File: src/rtl/boot_mem_arbiter.sv
// +----------------------------------------------------------------------------+
// | boot_mem_arbiter                                                           |
// | Shares the single-port boot RAM between CPU fetches (absolute priority)    |
// | and a framed MCU load stream; decodes MCU commands and drives boot_on.     |
// | Optional feature: BOOT_CSUM_EN adds a csum output (XOR of committed bytes).|
// | Revision: 1.0                                                              |
// +----------------------------------------------------------------------------+
`default_nettype none

module boot_mem_arbiter #(
    parameter int AW          = 10,    // RAM address width, 9..16
    parameter bit BOOT_ON_RST = 1'b1
) (
    input  logic          clk,
    input  logic          rst,
    input  logic          cpu_rd,
    input  logic [AW-1:0] cpu_addr,
    output logic [7:0]    cpu_dat,
    output logic          cpu_dat_vld,
    input  logic          mcu_frame,
    input  logic [7:0]    mcu_byte,
    input  logic          mcu_byte_vld,
    output logic          mcu_byte_rdy,
    output logic [AW-1:0] ram_addr,
    output logic          ram_we,
    output logic [7:0]    ram_wdat,
    input  logic [7:0]    ram_rdat,
    output logic          boot_on
`ifdef BOOT_CSUM_EN
    ,
    output logic [7:0]    csum
`endif
);

    localparam logic [7:0]    C_CMD_ADDR  = 8'h01;
    localparam logic [7:0]    C_CMD_WRITE = 8'h02;
    localparam logic [7:0]    C_CMD_BOOT  = 8'h03;
    localparam logic [AW-1:0] C_PTR_ONE   = {{(AW-1){1'b0}}, 1'b1};

    typedef enum logic [2:0] {
        S_IDLE    = 3'd0,
        S_ADDR_LO = 3'd1,
        S_ADDR_HI = 3'd2,
        S_WRDATA  = 3'd3,
        S_BOOTCFG = 3'd4,
        S_DISCARD = 3'd5
    } state_t;

    state_t          r_state;
    state_t          w_state_nxt;

    logic            r_rd_meta;
    logic            r_rd_s;
    logic [AW-1:0]   r_addr_meta;
    logic [AW-1:0]   r_addr_s;

    logic            r_rd_prev;
    logic [AW-1:0]   r_addr_prev;
    logic            r_vld;
    logic [7:0]      r_cpu_dat;
    logic            w_addr_same;

    logic [AW-1:0]   r_ptr;
    logic            r_wbuf_vld;
    logic [AW-1:0]   r_wbuf_addr;
    logic [7:0]      r_wbuf_dat;
    logic            r_boot_on;

    logic            w_drain;
    logic            w_take;
    logic            w_load;

    // cpu_rd is asynchronous; the address travels through the same two stages
    always_ff @(posedge clk) begin
        if (rst) begin
            r_rd_meta   <= 1'b0;
            r_rd_s      <= 1'b0;
            r_addr_meta <= '0;
            r_addr_s    <= '0;
        end else begin
            r_rd_meta   <= cpu_rd;
            r_rd_s      <= r_rd_meta;
            r_addr_meta <= cpu_addr;
            r_addr_s    <= r_addr_meta;
        end
    end

    assign w_addr_same = (r_addr_s == r_addr_prev);

    // Data is captured on the second cycle an address is held; valid is
    // masked combinationally so an address change or read drop clears it at once.
    always_ff @(posedge clk) begin
        if (rst) begin
            r_rd_prev   <= 1'b0;
            r_addr_prev <= '0;
            r_vld       <= 1'b0;
            r_cpu_dat   <= 8'h00;
        end else begin
            r_rd_prev   <= r_rd_s;
            r_addr_prev <= r_addr_s;
            if (r_rd_s && r_rd_prev && w_addr_same) begin
                r_cpu_dat <= ram_rdat;
                r_vld     <= 1'b1;
            end else begin
                r_vld     <= 1'b0;
            end
        end
    end

    assign cpu_dat     = r_cpu_dat;
    assign cpu_dat_vld = r_vld & r_rd_s & w_addr_same;

    assign w_drain  = r_wbuf_vld & ~r_rd_s;
    assign ram_addr = r_rd_s ? r_addr_s : r_wbuf_addr;
    assign ram_we   = w_drain;
    assign ram_wdat = r_wbuf_dat;

    // No bytes are accepted outside an open frame (also keeps rdy low after reset)
    assign mcu_byte_rdy = mcu_frame & ((r_state != S_WRDATA) | ~r_wbuf_vld | ~r_rd_s);
    assign w_take       = mcu_byte_vld & mcu_byte_rdy;
    assign w_load       = w_take & (r_state == S_WRDATA);

    always_ff @(posedge clk) begin
        if (rst) begin
            r_state <= S_IDLE;
        end else begin
            r_state <= w_state_nxt;
        end
    end

    always_comb begin
        w_state_nxt = r_state;
        if (!mcu_frame) begin
            w_state_nxt = S_IDLE;
        end else if (w_take) begin
            case (r_state)
                S_IDLE: begin
                    case (mcu_byte)
                        C_CMD_ADDR:  w_state_nxt = S_ADDR_LO;
                        C_CMD_WRITE: w_state_nxt = S_WRDATA;
                        C_CMD_BOOT:  w_state_nxt = S_BOOTCFG;
                        default:     w_state_nxt = S_DISCARD;
                    endcase
                end
                S_ADDR_LO: w_state_nxt = S_ADDR_HI;
                S_ADDR_HI: w_state_nxt = S_IDLE;
                S_WRDATA:  w_state_nxt = S_WRDATA;
                S_BOOTCFG: w_state_nxt = S_DISCARD;
                default:   w_state_nxt = S_DISCARD;
            endcase
        end
    end

    always_ff @(posedge clk) begin
        if (rst) begin
            r_ptr       <= '0;
            r_wbuf_vld  <= 1'b0;
            r_wbuf_addr <= '0;
            r_wbuf_dat  <= 8'h00;
            r_boot_on   <= BOOT_ON_RST;
        end else begin
            // load wins over drain: a same-cycle drain frees the slot being refilled
            if (w_load) begin
                r_wbuf_vld  <= 1'b1;
                r_wbuf_addr <= r_ptr;
                r_wbuf_dat  <= mcu_byte;
                r_ptr       <= r_ptr + C_PTR_ONE;
            end else if (w_drain) begin
                r_wbuf_vld  <= 1'b0;
            end
            if (w_take && r_state == S_ADDR_LO) begin
                r_ptr[7:0] <= mcu_byte;
            end
            if (w_take && r_state == S_ADDR_HI) begin
                r_ptr[AW-1:8] <= mcu_byte[AW-9:0];
            end
            if (w_take && r_state == S_BOOTCFG) begin
                r_boot_on <= mcu_byte[0];
            end
        end
    end

    assign boot_on = r_boot_on;

`ifdef BOOT_CSUM_EN
    logic [7:0] r_csum;

    always_ff @(posedge clk) begin
        if (rst) begin
            r_csum <= 8'h00;
        end else if (w_take && r_state == S_IDLE && mcu_byte == C_CMD_WRITE) begin
            r_csum <= 8'h00;
        end else if (w_drain) begin
            r_csum <= r_csum ^ r_wbuf_dat;
        end
    end

    assign csum = r_csum;
`endif

endmodule

`default_nettype wire
File: config.mk
export PLATFORM = sky130hd
export DESIGN_NAME = boot_mem_arbiter
export DESIGN_NICKNAME = d
export VERILOG_FILES = /design/src/rtl/boot_mem_arbiter.sv
export SDC_FILE = /design/constraint.sdc
export NUM_CORES = 1
export LEC_CHECK = 0
export CORE_MARGIN = 1
export CORE_UTILIZATION = 35
export CTS_CLUSTER_DIAMETER = 100
export DETAILED_ROUTE_END_ITERATION = 10
export PLACE_DENSITY = 0.69
export SKIP_LAST_GASP = 1
export SLEW_MARGIN = 25
export SYNTH_ARGS = -nofsm -noshare
export SYNTH_HDL_FRONTEND = slang
export SYNTH_SLANG_ARGS = --single-unit
File: constraint.sdc
create_clock -name clk -period 2.39 [get_ports clk]
set_input_delay 0.5975 -clock clk [delete_from_list [all_inputs] [get_ports clk]]
set_output_delay 0.5975 -clock clk [all_outputs]
set_load 0.05 [all_outputs]
Yosys cells after proc, flatten, opt, wreduce, memory -nomap -nowiden --
Index checks and enable logic that the tools add are counted.
Word-level totals: word-level logic and storage cells 55, input bits 31, bits in registers 75
Operators by class: reduce and logical (&&, ||, !) cells 10, mux-type cells 9, bitwise gates (word level) 11, add/sub/neg operators 1, equal/unequal tests 9
Operator list (number):
- 2-to-1 mux 10 bit | 2
- == test 8 x 2 -> 1 bit, second input constant | 2
- one-hot mux 3 bit (4 select lines) | 1
- adder 10 x 1 -> 10 bit, second input constant | 1
- == test 10 bit | 1
- one-hot mux 3 bit (3 select lines) | 1
- == test 8 x 1 -> 1 bit, second input constant | 1
- 2-to-1 mux 8 bit | 1
- bitwise AND 1 bit | 6
- == test 3 x 2 -> 1 bit, second input constant | 2
- nonzero test 2 bit | 3
- logical AND 1 bit | 5
- == test 3 x 1 -> 1 bit, second input constant | 1
- == test 3 bit, second input constant | 1
- logical NOT 3 bit | 1
- 2-to-1 mux 1 bit | 3
- inequality test 3 x 2 -> 1 bit, second input constant | 1
- NOT 1 bit | 3
- 2-to-1 mux 2 bit | 1
- OR 1 bit | 2
- OR reduction 2 bit | 1

Longest topological paths before layout --
Gate-level depths: netlist (run 1).
depth in word-level cells 8, mapped depth 6

Least setup slack after synthesis (run 1) --
Ideal clock, no wire load.
kind reg2out, start register r_rd_s, end output cpu_dat_vld, path slack -0.269 ns, arrival 2.061 ns, data required time 1.793 ns, stages on the path, launching flop included 5, cells stage by stage dfxtp_1 > clkbuf_1 > buf_1 > nand3_1 > nor3_1
Between the ends: longest elaborated chain between the ends 2
RTL lines:
- start, declared | line 53 | logic r_rd_s;
- start signal, assigned | line 82 | r_rd_s <= r_rd_meta;
- bitwise AND 1 bit (2 in a row) | line 111 | assign cpu_dat_vld = r_vld & r_rd_s & w_addr_same;
- end, declared | line 19 | output logic cpu_dat_vld,
Every way passes these cells.

Worst setup path after layout (run 1) --
start register r_addr_s[4], end output cpu_dat_vld
Between the ends: longest elaborated chain between the ends 2
RTL lines:
- start, declared | line 55 | logic [AW-1:0] r_addr_s;
- start signal, assigned | line 84 | r_addr_s <= r_addr_meta;
- == test 10 bit | line 88 | assign w_addr_same = (r_addr_s == r_addr_prev);
- bitwise AND 1 bit | line 111
Every way passes these cells.

==> results of run 1 <==
-- worst reg2reg max path: cells and delay by family, from the launching register on --
kind          cells  cell delay, ns
mux               1            0.27
simple gates      2            0.87
xor+xnor          1            0.28
flops             1            0.33
-- logic make-up (layout without fill, tap and decap cells) --
logic type,Yosys count,count (layout),synth area share
buffers and inverters,22,93,0.0318
AOI/OAI and AO/OA,53,53,0.107
xor gates and xnor gates,12,12,0.0347
muxes,18,18,0.0636
adders and majority gates,1,1,0.00413
and+or+nand+nor,153,153,0.263
DFF,75,75,0.496
-- registers in the layout, indices dropped and copies added, names as in the netlist, 3 cells and up --
| name | flops |
|---|---|
| r_addr_meta | 10 |
| r_addr_prev | 10 |
| r_addr_s | 10 |
| r_ptr | 10 |
| r_wbuf_addr | 10 |
| cpu_dat | 8 |
| ram_wdat | 8 |
| r_state | 3 |
-- cells in the final DEF, fill, tap and decap left out, types with 3 or more instances in the layout --
cell type	Yosys	layout
a31oi_1	4	4
clkdlybuf4s50_1	0	46
nor4_1	3	3
buf_4	0	25
nor2b_1	37	37
nor2_1	8	8
o22ai_1	3	3
a21oi_1	24	24
nand2_1	66	66
o21ai_0	5	5
xor2_1	7	7
nand4_1	3	3
nand3_1	13	13
clkbuf_8	0	9
mux2_2	10	10
a22oi_1	4	4
mux2i_1	8	8
nor3b_1	3	3
o211ai_1	3	3
dfxtp_1	75	75
inv_6	0	3
xnor2_1	5	5
-- metal layers --
| layer | track usage | vias up |
|---|---|---|
| li1 | - | 1277 |
| met2 | 0.261 | 67 |
| met3 | 0.0478 | 13 |
| met5 | 0 | - |
| met4 | 0.0732 | 0 |
| met1 | 0.202 | 1179 |
-- cell type report --
| class | count | area [um2] |
|---|---|---|
| clock inverter | 7 | 83.8 |
| clock buffer | 9 | 124 |
| fill | 801 | 4310 |
| multi-input combinational | 237 | 1440 |
| timing repair buffer | 74 | 693 |
| inverter | 3 | 11.3 |
| tap | 105 | 131 |
| sequential | 75 | 1500 |
-- report_power, final --
group	total (mW)	leakage, nW	internal, mW	switching, mW
clock	1.03	0.103	0.502	0.524
sequential	1.29	0.610	1.27	0.0152
combinational	0.178	0.744	0.0932	0.0847
total	2.49	1.46	1.87	0.624
-- what timing repair did --
item / in CTS / in global routing
resized for setup: 0 / 1
endpoints found under the setup margin: 0 / 1
setup buffers: 0 / 0
-- stage by stage --
| step | area [um2] | setup slack (ns) | instances | hold slack [ns] | power, mW |
|---|---|---|---|---|---|
| CTS | 3980 | 0.0140 | 510 | 0.444 | 2.52 |
| floorplan | 3030 | 0.138 | 334 | 0.414 | 1.41 |
| global placement | 3770 | 0.100 | 494 | 0.422 | 1.49 |
| detailed placement | 3770 | 0.0616 | 494 | 0.423 | 1.49 |
| global route | 3990 | 0.0151 | 510 | 0.462 | 2.60 |
| finish | 3990 | 0.122 | 510 | 0.438 | 2.49 |
-- worst max path at each step --
stage,start,to,cells after the start
floorplan,r_rd_s,cpu_dat_vld,4
global placement,mcu_byte[7],r_state[1],6
detailed placement,mcu_frame,r_ptr[8],5
CTS,r_addr_s[4],cpu_dat_vld,5
global route,r_rd_s,mcu_byte_rdy,4
finish,r_addr_s[4],cpu_dat_vld,5
==> flow_metrics.env, run 1 <==
export IMPL_met3WireLength_um=371
export IMPL_gp_congestion=0.804
export IMPL_end_kind="output port"
export IMPL_drive_gt1_frac=0.143
export IMPL_ys_flop_type="dfxtp_1"
export IMPL_initial_core_util=0.365
export IMPL_powerDensity_mw_per_mm2=625
export IMPL_vias_per_cell=4.97
export IMPL_antenna_found_initial=0
export IMPL_holdPathEnd="r_addr_s[7]"
export IMPL_synthTopCellsByCount="dfxtp_1 (75), nand2_1 (66), nor2b_1 (37), a21oi_1 (24), nand3_1 (13)"
export IMPL_clkSlewWorstSetupHoldPaths_ns=0.08
export IMPL_placementRows=33
export IMPL_maxCapViolations=0
export IMPL_grt_use_total=0.163
export IMPL_clock_latency_ns=0.36
export IMPL_path_cells="xor2_1 > nor4_1 > nand2_1 > nor3_4 > buf_12"
export IMPL_grt_max_degree=64
export IMPL_relSlewSlack=0.589
export IMPL_crit_type="flip-flop to output port"
export IMPL_clkSinkCount=75
export IMPL_crit_path_start_kind="flip-flop"
export IMPL_synth_top_area_cell="dfxtp_1"
export IMPL_grt_pass1_vias=2472
export IMPL_yosysMostFrequentCell="dfxtp_1"
export IMPL_synth_area_mm2=0.00303
export IMPL_cts_root_buf="clkbuf_8"
export IMPL_rsz0062_at_grt="false"
export IMPL_worstPathArrival_ns=1.67
export IMPL_met2_length_um=3110
export IMPL_synth_distinct_cells=48
export IMPL_drt_wl_total_um=6740
export IMPL_syn_avg_cell_area_um2=9.07
export IMPL_fmax_mhz=441
export IMPL_dp_hpwl_um=4780
export IMPL_ff2ff_setup_slack_ns=0.55
export IMPL_cts_tree="built"
export IMPL_cpMaxStageDelayCell="dfxtp_1"
export IMPL_fin_util=0.480
export IMPL_synth_seq_cells=75
export IMPL_overflow=0
export IMPL_hold_viol=0
export IMPL_antennaDiodeCount=0
export IMPL_grt_pass1_wl_um=11300
export IMPL_die_w_um=95.0
export IMPL_hold_start="r_addr_meta[7]"
export IMPL_worstMarginPinSlew_ns=0.616
export IMPL_nets=432
export IMPL_synthCells=334
export IMPL_fin_tns_setup_ns=0
export IMPL_highest_layer="met4"
export IMPL_leakage_nw=1.46
export IMPL_drc=0
export IMPL_skew_ns=0.00511
export IMPL_period_share=0.949
export IMPL_synth_async_sr_flop_share=0
export IMPL_reg2reg_depth=4
export IMPL_hold_depth=1
export IMPL_fin_crit_ns=2.27
export IMPL_r2r_start="r_addr_s[0]"
export IMPL_core_mm2=0.00830
export IMPL_io_buffers=60
export IMPL_syn_nets=366
export IMPL_cpPeakStageDelay_ns=0.33
export IMPL_drv_slew=0
export IMPL_cts_buffer_depth=2
export IMPL_dr_total_vias=2536
export IMPL_yosysTopAreaCellShare=0.496
export IMPL_area_growth_pct=31.7
export IMPL_wire_per_inst_um=13.2
export IMPL_ant_nets=0
export IMPL_setup_violations=0
export IMPL_ys_top_cells_by_area="dfxtp_1 (50%), nand2_1 (8.2%), nor2b_1 (7.6%)"
export IMPL_numCtsBuffers=9
export IMPL_die_height_um=95.0
export IMPL_cp_required_ns=1.79
export IMPL_dr_pass1_iters=4
export IMPL_dieArea_mm2=0.00903
export IMPL_r2r_end="cpu_dat[5]"
export IMPL_timing_critical_path_buf_inv=1
export IMPL_cts_max_level=3
export IMPL_critPathMaxFanout=3
export IMPL_critPathTopFamily="simple AND/OR/NAND/NOR gates"
export IMPL_yosys_warnings=0
export IMPL_hp_class="flip-flop to flip-flop"
export IMPL_hold_buffers=0
export IMPL_seq_area_frac_synth=0.496
export IMPL_synth_edf_count=0
export IMPL_irDropWorstVdd_v=0.000301
export IMPL_drtIter0Drc=146
export IMPL_io_pins=61
export IMPL_wl_met1_um=3110
export IMPL_outcome="complete, no violations"
Power figures use the tool's default switching activity.
==> run 2: changes to the inputs <==
PLACE_DENSITY = not set   (was 0.69)
==> run 2 against run 1 <==
- core utilization rose by 0.075 points
- worst hold slack barely moved
- first-iteration DRC count fell by 28%
- power rose by 2.7%
- setup slack improved by 0.00061 ns
- clock power rose by 6%
- clock skew rose by 0.0015 ns
- combinational power barely moved
- non-clock buffer count fell by 2
- die area did not move
- sequential cell count did not move
- global-route usage fell by 0.081 points
- largest power group unchanged
==> flow_metrics.env, run 2 (same netlist as run 1, synthesis figures left out) <==
export IMPL_outcome="complete, no violations"
export IMPL_dieArea_mm2=0.00903
export IMPL_cts_max_level=3
export IMPL_critPathMaxFanout=13
export IMPL_area_growth_pct=31.9
export IMPL_cts_root_buf="clkbuf_8"
export IMPL_drive_gt1_frac=0.144
export IMPL_setup_worst_path_end="cpu_dat_vld"
export IMPL_core_mm2=0.00830
export IMPL_nets=430
export IMPL_antennaDiodeCount=0
export IMPL_io_buffers=60
export IMPL_hold_viol=0
export IMPL_gp_congestion=0.816
export IMPL_fillers=821
export IMPL_hp_class="flip-flop to flip-flop"
export IMPL_ant_nets=0
export IMPL_clock_latency_ns=0.35
export IMPL_grt_pass1_wl_um=11200
export IMPL_startpoint="r_rd_s"
export IMPL_crit_path_start_kind="flip-flop"
export IMPL_relSlewSlack=0.627
export IMPL_finalPower_mw=2.56
export IMPL_drc=0
export IMPL_period_share=0.949
export IMPL_drt_wl_total_um=6780
export IMPL_overflow=0
export IMPL_antenna_found_initial=0
export IMPL_grt_max_degree=47
export IMPL_drv_slew=0
export IMPL_fin_util=0.481
export IMPL_postCtsSetupBuffers=0
export IMPL_end_kind="output port"
export IMPL_die_height_um=95.0
export IMPL_r2r_start="r_addr_s[0]"
export IMPL_grt_pass1_vias=2355
export IMPL_crit_type="flip-flop to output port"
export IMPL_dp_hpwl_um=4740
export IMPL_hold_buffers=0
export IMPL_final_common_cell="dfxtp_1"
export IMPL_dr_total_vias=2505
export IMPL_powerDensity_mw_per_mm2=641
export IMPL_leakage_nw=1.44
export IMPL_fmax_mhz=441
export IMPL_setup_violations=0
export IMPL_placementRows=33
export IMPL_dr_pass1_iters=4
export IMPL_cts_resized=0
export IMPL_clkSlewWorstSetupHoldPaths_ns=0.08
export IMPL_fin_tns_setup_ns=0
export IMPL_skew_ns=0.00658
export IMPL_layout_common_cells="dfxtp_1 (75), nand2_1 (66), clkdlybuf4s50_1 (46)"
export IMPL_fin_crit_ns=2.27
export IMPL_clkSinkCount=75
export IMPL_worstPathArrival_ns=1.67
export IMPL_cts_tree="built"
export IMPL_reg2reg_depth=4
export IMPL_drtIter0Drc=105
export IMPL_rsz0062_at_grt="false"
export IMPL_grt_use_total=0.162
export IMPL_vias_per_cell=4.93
export IMPL_worstMarginPinSlew_ns=0.552
export IMPL_cts_buffer_depth=2
export IMPL_maxCapViolations=0
export IMPL_irDropWorstVdd_v=0.000271
export IMPL_numCtsBuffers=9
export IMPL_cp_required_ns=1.79
export IMPL_ff2ff_setup_slack_ns=0.52
export IMPL_r2r_end="cpu_dat[3]"
export IMPL_wire_per_inst_um=13.4
export IMPL_io_pins=61
export IMPL_initial_core_util=0.365
export IMPL_die_w_um=95.0
run 2: stage by stage:
step,std cells,worst slack (ns),cell area (um2),hold WS [ns]
finish,508,0.122,3990,0.439
global route,508,0.0160,3990,0.462
CTS,508,0.0185,3980,0.445
detailed placement,492,0.112,3760,0.424
global placement,492,0.155,3760,0.422
floorplan,334,0.138,3030,0.414
run 2: layout make-up:
type / instances / area [um2] / share of cell area
Timing Repair Buffer: 72 / 678 / 0.170
Multi-Input combinational cell: 237 / 1450 / 0.362
Inverter: 3 / 11.3 / 0.00282
Tap cell: 105 / 131 / 0.0329
Clock inverter: 7 / 100 / 0.0251
Clock buffer: 9 / 124 / 0.0310
Sequential cell: 75 / 1500 / 0.376
run 2: worst min-delay path by stage:
stage | end | slack (ns) | cells after the start | from
5_1_grt | r_addr_s[1] | 0.46 | 1 | r_addr_meta[1]
3_5_place_dp | r_addr_s[9] | 0.42 | 1 | r_addr_meta[9]
2_1_floorplan | r_addr_s[0] | 0.41 | 1 | r_addr_meta[0]
3_3_place_gp | r_addr_s[0] | 0.42 | 1 | r_addr_meta[0]
4_1_cts | r_addr_s[0] | 0.45 | 1 | r_addr_meta[0]
6_report | r_addr_s[0] | 0.44 | 1 | r_addr_meta[0]
run 2: worst max-delay path: stages, from the launching register on:
cell	delay, ns
dfxtp_1	0.50
buf_4	0.27
nand3_1	0.12
nor3_2	0.27
buf_12	0.17
run 2: where the power goes:
part           internal [mW]  switching [mW]
Combinational         0.0913          0.0834
Clock                  0.594           0.500
Sequential              1.27          0.0165
Total                   1.96           0.600
run 2: routing by layer:
layer / wire [um] / global-route usage
met1: 3290 / 0.223
met2: 3140 / 0.240
met3: 276 / 0.0359
met4: 75 / 0.0783
met5: 0 / 0
